<file path="config.mk">
export PLATFORM = sky130hd
export DESIGN_NAME = usb_tx_arbiter
export DESIGN_NICKNAME = d
export VERILOG_FILES = /design/src/rtl/usb_tx_arbiter.sv
export SDC_FILE = /design/constraint.sdc
export NUM_CORES = 1
export LEC_CHECK = 0
export ABC_AREA = 1
export BUFFER_PORTS_ARGS = -buffer_cell sky130_fd_sc_hd__buf_2
export CORE_ASPECT_RATIO = 1.2
export CORE_MARGIN = 3
export CORE_UTILIZATION = 38
export DETAILED_ROUTE_END_ITERATION = 7
export PLACE_DENSITY = 0.72
export SYNTH_ARGS = -nofsm -noshare
export SYNTH_HDL_FRONTEND = slang
export SYNTH_SLANG_ARGS = --single-unit
</file>
<file path="constraint.sdc">
create_clock -name clk_i -period 1.85 [get_ports clk_i]
set_input_delay 0.185 -clock clk_i [delete_from_list [all_inputs] [get_ports clk_i]]
set_output_delay 0.185 -clock clk_i [all_outputs]
set_load 0.03 [all_outputs]
</file>
<file path="src/rtl/usb_tx_arbiter.sv">
// Round-robin arbiter sharing one USB SIE transmit byte path among N_REQ requesters.
// A grant is held for a whole packet (last_i, MAX_PKT truncation or abort), then one GAP cycle.
module usb_tx_arbiter #(
    parameter int N_REQ   = 4,
    parameter int MAX_PKT = 64
) (
    input  logic               clk_i,
    input  logic               rstn_i,
    input  logic [N_REQ-1:0]   req_i,
    input  logic [8*N_REQ-1:0] data_i,
    input  logic [N_REQ-1:0]   valid_i,
    input  logic [N_REQ-1:0]   last_i,
    output logic [N_REQ-1:0]   ready_o,
    output logic [N_REQ-1:0]   grant_o,
    output logic [7:0]         tx_data_o,
    output logic               tx_valid_o,
    output logic               tx_last_o,
    input  logic               tx_ready_i,
    input  logic               abort_i,
    output logic               busy_o,
    output logic [1:0]         state_o
);
    localparam int          IW       = $clog2(N_REQ);
    localparam logic [IW:0] N_WRAP   = (IW+1)'(N_REQ);
    localparam logic [10:0] LAST_CNT = 11'(MAX_PKT - 1);

    typedef enum logic [1:0] {
        IDLE = 2'd0,
        XFER = 2'd1,
        GAP  = 2'd2
    } state_t;

    state_t        state_q, state_d;
    logic [IW-1:0] rr_q, rr_d;
    logic [IW-1:0] gidx_q, gidx_d;
    logic [IW-1:0] pick, gnext;
    logic [IW:0]   cand;
    logic [10:0]   count_q, count_d;
    logic          found;
    logic          xfer;

    // First requesting index at or after rr_q, wrapping N_REQ-1 -> 0.
    always_comb begin
        found = 1'b0;
        pick  = '0;
        cand  = '0;
        for (int i = 0; i < N_REQ; i++) begin
            cand = {1'b0, rr_q} + (IW+1)'(i);
            if (cand >= N_WRAP) cand = cand - N_WRAP;
            if (!found && req_i[cand[IW-1:0]]) begin
                found = 1'b1;
                pick  = cand[IW-1:0];
            end
        end
    end

    assign gnext = (gidx_q == IW'(N_REQ - 1)) ? '0 : gidx_q + IW'(1);

    // Handshake: a byte moves on any cycle where tx_valid_o and tx_ready_i are both high;
    // the owner sees that same tx_ready_i on its ready_o bit, all other ready_o bits stay 0.
    always_comb begin
        grant_o    = '0;
        ready_o    = '0;
        tx_data_o  = '0;
        tx_valid_o = 1'b0;
        tx_last_o  = 1'b0;
        if (state_q == XFER) begin
            for (int k = 0; k < N_REQ; k++) begin
                if (gidx_q == IW'(k)) begin
                    grant_o[k] = 1'b1;
                    ready_o[k] = tx_ready_i;
                    tx_data_o  = data_i[8*k +: 8];
                    tx_valid_o = valid_i[k];
                    tx_last_o  = last_i[k] | (count_q == LAST_CNT);
                end
            end
        end
    end

    assign xfer    = tx_valid_o & tx_ready_i;
    assign busy_o  = (state_q == XFER);
    assign state_o = state_q;

    always_comb begin
        state_d = state_q;
        rr_d    = rr_q;
        gidx_d  = gidx_q;
        count_d = count_q;
        case (state_q)
            IDLE: begin
                if (abort_i) begin
                    state_d = GAP;
                end else if (found) begin
                    state_d = XFER;
                    gidx_d  = pick;
                    count_d = '0;
                end
            end
            XFER: begin
                if (xfer) count_d = count_q + 11'd1;
                // Abort takes priority over a coincident last byte; both end the packet.
                if (abort_i || (xfer && tx_last_o)) begin
                    state_d = GAP;
                    rr_d    = gnext;
                end
            end
            GAP: begin
                state_d = abort_i ? GAP : IDLE;
            end
            default: begin
                state_d = IDLE;
            end
        endcase
    end

    always_ff @(posedge clk_i or negedge rstn_i) begin
        if (!rstn_i) begin
            state_q <= IDLE;
            rr_q    <= '0;
            gidx_q  <= '0;
            count_q <= '0;
        end else begin
            state_q <= state_d;
            rr_q    <= rr_d;
            gidx_q  <= gidx_d;
            count_q <= count_d;
        end
    end

endmodule
</file>
==> results.json <==
{
  "status": "complete, but fails checks",
  "violations": "negative setup slack",
  "path_max_fanout": 5,
  "netlist_instances": 272,
  "setup_slack_ns": -0.102,
  "clkSlewWorstSetupHoldPaths_ns": 0.07,
  "grt_max_degree": 18,
  "ys_ff_latch": 17,
  "final_area_sq_mm": 0.00246,
  "hold_ws_ns": 0.307,
  "yosys-top-cells-area": "dfrtp_1 26%, nand2_1 21%, nand3_1 8.5%",
  "grt_overflow_total": 0,
  "finalSetupViolCount": 9,
  "cts_buffers": 3,
  "drive_above_1_share": 0.375,
  "clock-sinks": 17,
  "wirelength_mm": 5.20,
  "drv_slew": 0,
  "maxSlewHeadroom": 0.715,
  "drt_pre_antenna_iters": 4,
  "via_per_inst": 4.97,
  "maxClockFrequency_ghz": 0.512,
  "syn_avg_cell_area_sq_um": 6.04,
  "busiest_layer": "met2",
  "rsz0062_at_grt": "true",
  "fin_crit_ns": 1.95,
  "yosys.cell_types.count": 26,
  "wire_per_inst_microns": 12.7,
  "synth_top_area_cell": "dfrtp_1",
  "hp-start": "abort_i",
  "synthTopCellsByCount": "90 x nand2_1, 28 x nand3_1, 26 x nor2_1",
  "drc": 0,
  "ir_worst_vdd_v": 0.000592,
  "r2r-start": "gidx_q[0]$_DFFE_PN0P_",
  "yosysMostFrequentCell": "nand2_1",
  "finClkSkew_ns": 0.00118,
  "dpl_cell_area_sq_mm": 0.00217,
  "start_util": 0.404,
  "grt_pass1_wl_mm": 8.19,
  "p_leak_nw": 1.27,
  "critPathLaunchType": "flip-flop",
  "hpwl_mm": 3.97,
  "grt_pass1_vias": 1914,
  "met1_usage": 0.223,
  "cp.arrival_ns": 1.77,
  "track_usage": 0.199,
  "dieArea_sq_mm": 0.00516,
  "use_met3": 0.0315,
  "grt_util_met2": 0.378,
  "ys_warn_count": 0,
  "cts_max_level": 1,
  "clockRootBuffer": "clkbuf_8",
  "hp-class": "input pin to flip-flop",
  "power.density_mw_per_mm2": 1320,
  "critPathCaptureType": "primary output",
  "post-route-util": 0.605,
  "vias": 2044,
  "clk_latency_ns": 0.25,
  "die_w_microns": 66.0,
  "dieHeight_microns": 78.1,
  "synth_flop_cell": "dfrtp_1",
  "core.rowCount": 25,
  "fin_crit_sh": 1.05,
  "tns_ns": -0.683,
  "antenna_cells": 0,
  "port_buffers": 68,
  "antenna_found_initial": 0,
  "ant_nets": 0,
  "area.growth.synth_to_final_pct": 49.7,
  "gp_congestion": 0.923,
  "critical_path_class": "flip-flop to primary output",
  "cts_buffer_depth": 2,
  "drt_iter0_drc": 59,
  "synth_fp_nets": 325,
  "finalHoldViolations": 0,
  "coreArea_sq_mm": 0.00407,
  "final_nets": 411,
  "syn-cell-area_sq_mm": 0.00164,
  "synth-seq-area-share": 0.259,
  "synth_edf_count": 0,
  "yosysTopAreaCellShare": 0.259,
  "ios": 69,
  "synth_async_sr_flop_share": 1.00,
  "tightest_slew_ns": 0.425,
  "cts_tree": "built",
  "startpoint": "gidx_q[0]$_DFFE_PN0P_",
  "worstPathRequired_ns": 1.66,
  "maxCapViolCount": 0
}
cell families after synthesis:
group | Yosys count | synth area share
fa+ha+maj | 5 | 0.0381
compound gates | 42 | 0.143
buf+inv | 35 | 0.0883
flops | 17 | 0.259
simple gates | 167 | 0.440
xor+xnor | 6 | 0.0320
registers in the layout, summed over array words and instances (netlist names):
register / count
rr_q: 2
count_q: 11
gidx_q: 2
state_o: 2
layout by cell type, fill, tap and decap left out, types with 4 or more instances in the layout:
master / Yosys / routed
a21oi_1: 13 / 5
a21oi_2: 0 / 8
a22oi_2: 0 / 6
buf_2: 2 / 57
buf_4: 0 / 16
buf_6: 0 / 13
dfrtp_1: 17 / 15
inv_1: 24 / 20
inv_2: 1 / 4
nand2_1: 90 / 90
nand3_1: 28 / 27
nor2_1: 26 / 25
nor3_1: 11 / 9
o21ai_0: 18 / 9
o21ai_1: 1 / 5
o21ai_2: 0 / 5
xor2_1: 6 / 6
repair_timing:
| action | 4_1_cts | 5_1_grt |
|---|---|---|
| buffers inserted | 6 | 0 |
| pin swaps | 10 | 6 |
| hold endpoints to repair | 17 | 0 |
| hold buffers | 1 | 0 |
| setup endpoints to repair | 11 | 28 |
| resized for setup | 49 | 14 |
final cells by class:
type	instances	area, sq um
Fill cell	378	1610
Multi-Input combinational cell	220	1220
Timing Repair Buffer	89	589
Sequential cell	17	428
Inverter	27	109
Tap cell	54	67.6
Clock buffer	4	45.0
report_power, final:
part	total [mW]	internal (mW)	switching (mW)
clock network	0.278	0.153	0.125
registers	0.542	0.450	0.0914
logic	2.42	0.964	1.45
final timing paths:
kind                                          endpoint  slack (ns)  cells after the start
worst min register to register  count_q[8]$_DFFE_PN0P_        0.51                      2
max in group asynchronous          rr_q[0]$_DFFE_PN0P_        1.16                      2
worst max-delay path                      tx_data_o[0]       -0.10                      9
min in group asynchronous       count_q[5]$_DFFE_PN0P_        0.39                      2
worst max register to register  state_o[1]$_DFFE_PN0P_        0.02                     12
worst min-delay path            state_o[0]$_DFFE_PN0P_        0.31                      4
critical path, cell delays in order (launching register included):
cell and delay (ns):
dfrtp_2 0.45, buf_6 0.14, ha_4 0.18, nor2_4 0.11, buf_6 0.13, a22oi_2 0.06, nand2_1 0.09, o21ai_2 0.06
a21oi_2 0.15, buf_6 0.15
routing by layer:
| metal | up-vias | routed length (microns) | part of all wire |
|---|---|---|---|
| met1 | 899 | 2180 | 0.42 |
| met5 | - | 0 | 0 |
| met2 | 76 | 2500 | 0.48 |
| met3 | 8 | 433 | 0.083 |
| met4 | 0 | 85 | 0.016 |
| li1 | 1061 | - | - |
metrics by stage:
stage | power [mW] | setup slack, ns | instances
floorplan | 1.93 | -0.0638 | 272
global placement | 2.50 | -0.0188 | 400
detailed placement | 2.53 | -0.0491 | 400
CTS | 3.18 | -0.0925 | 411
global route | 3.49 | -0.184 | 411
finish | 3.24 | -0.102 | 411
No activity file was read; power rests on OpenSTA's default activity.
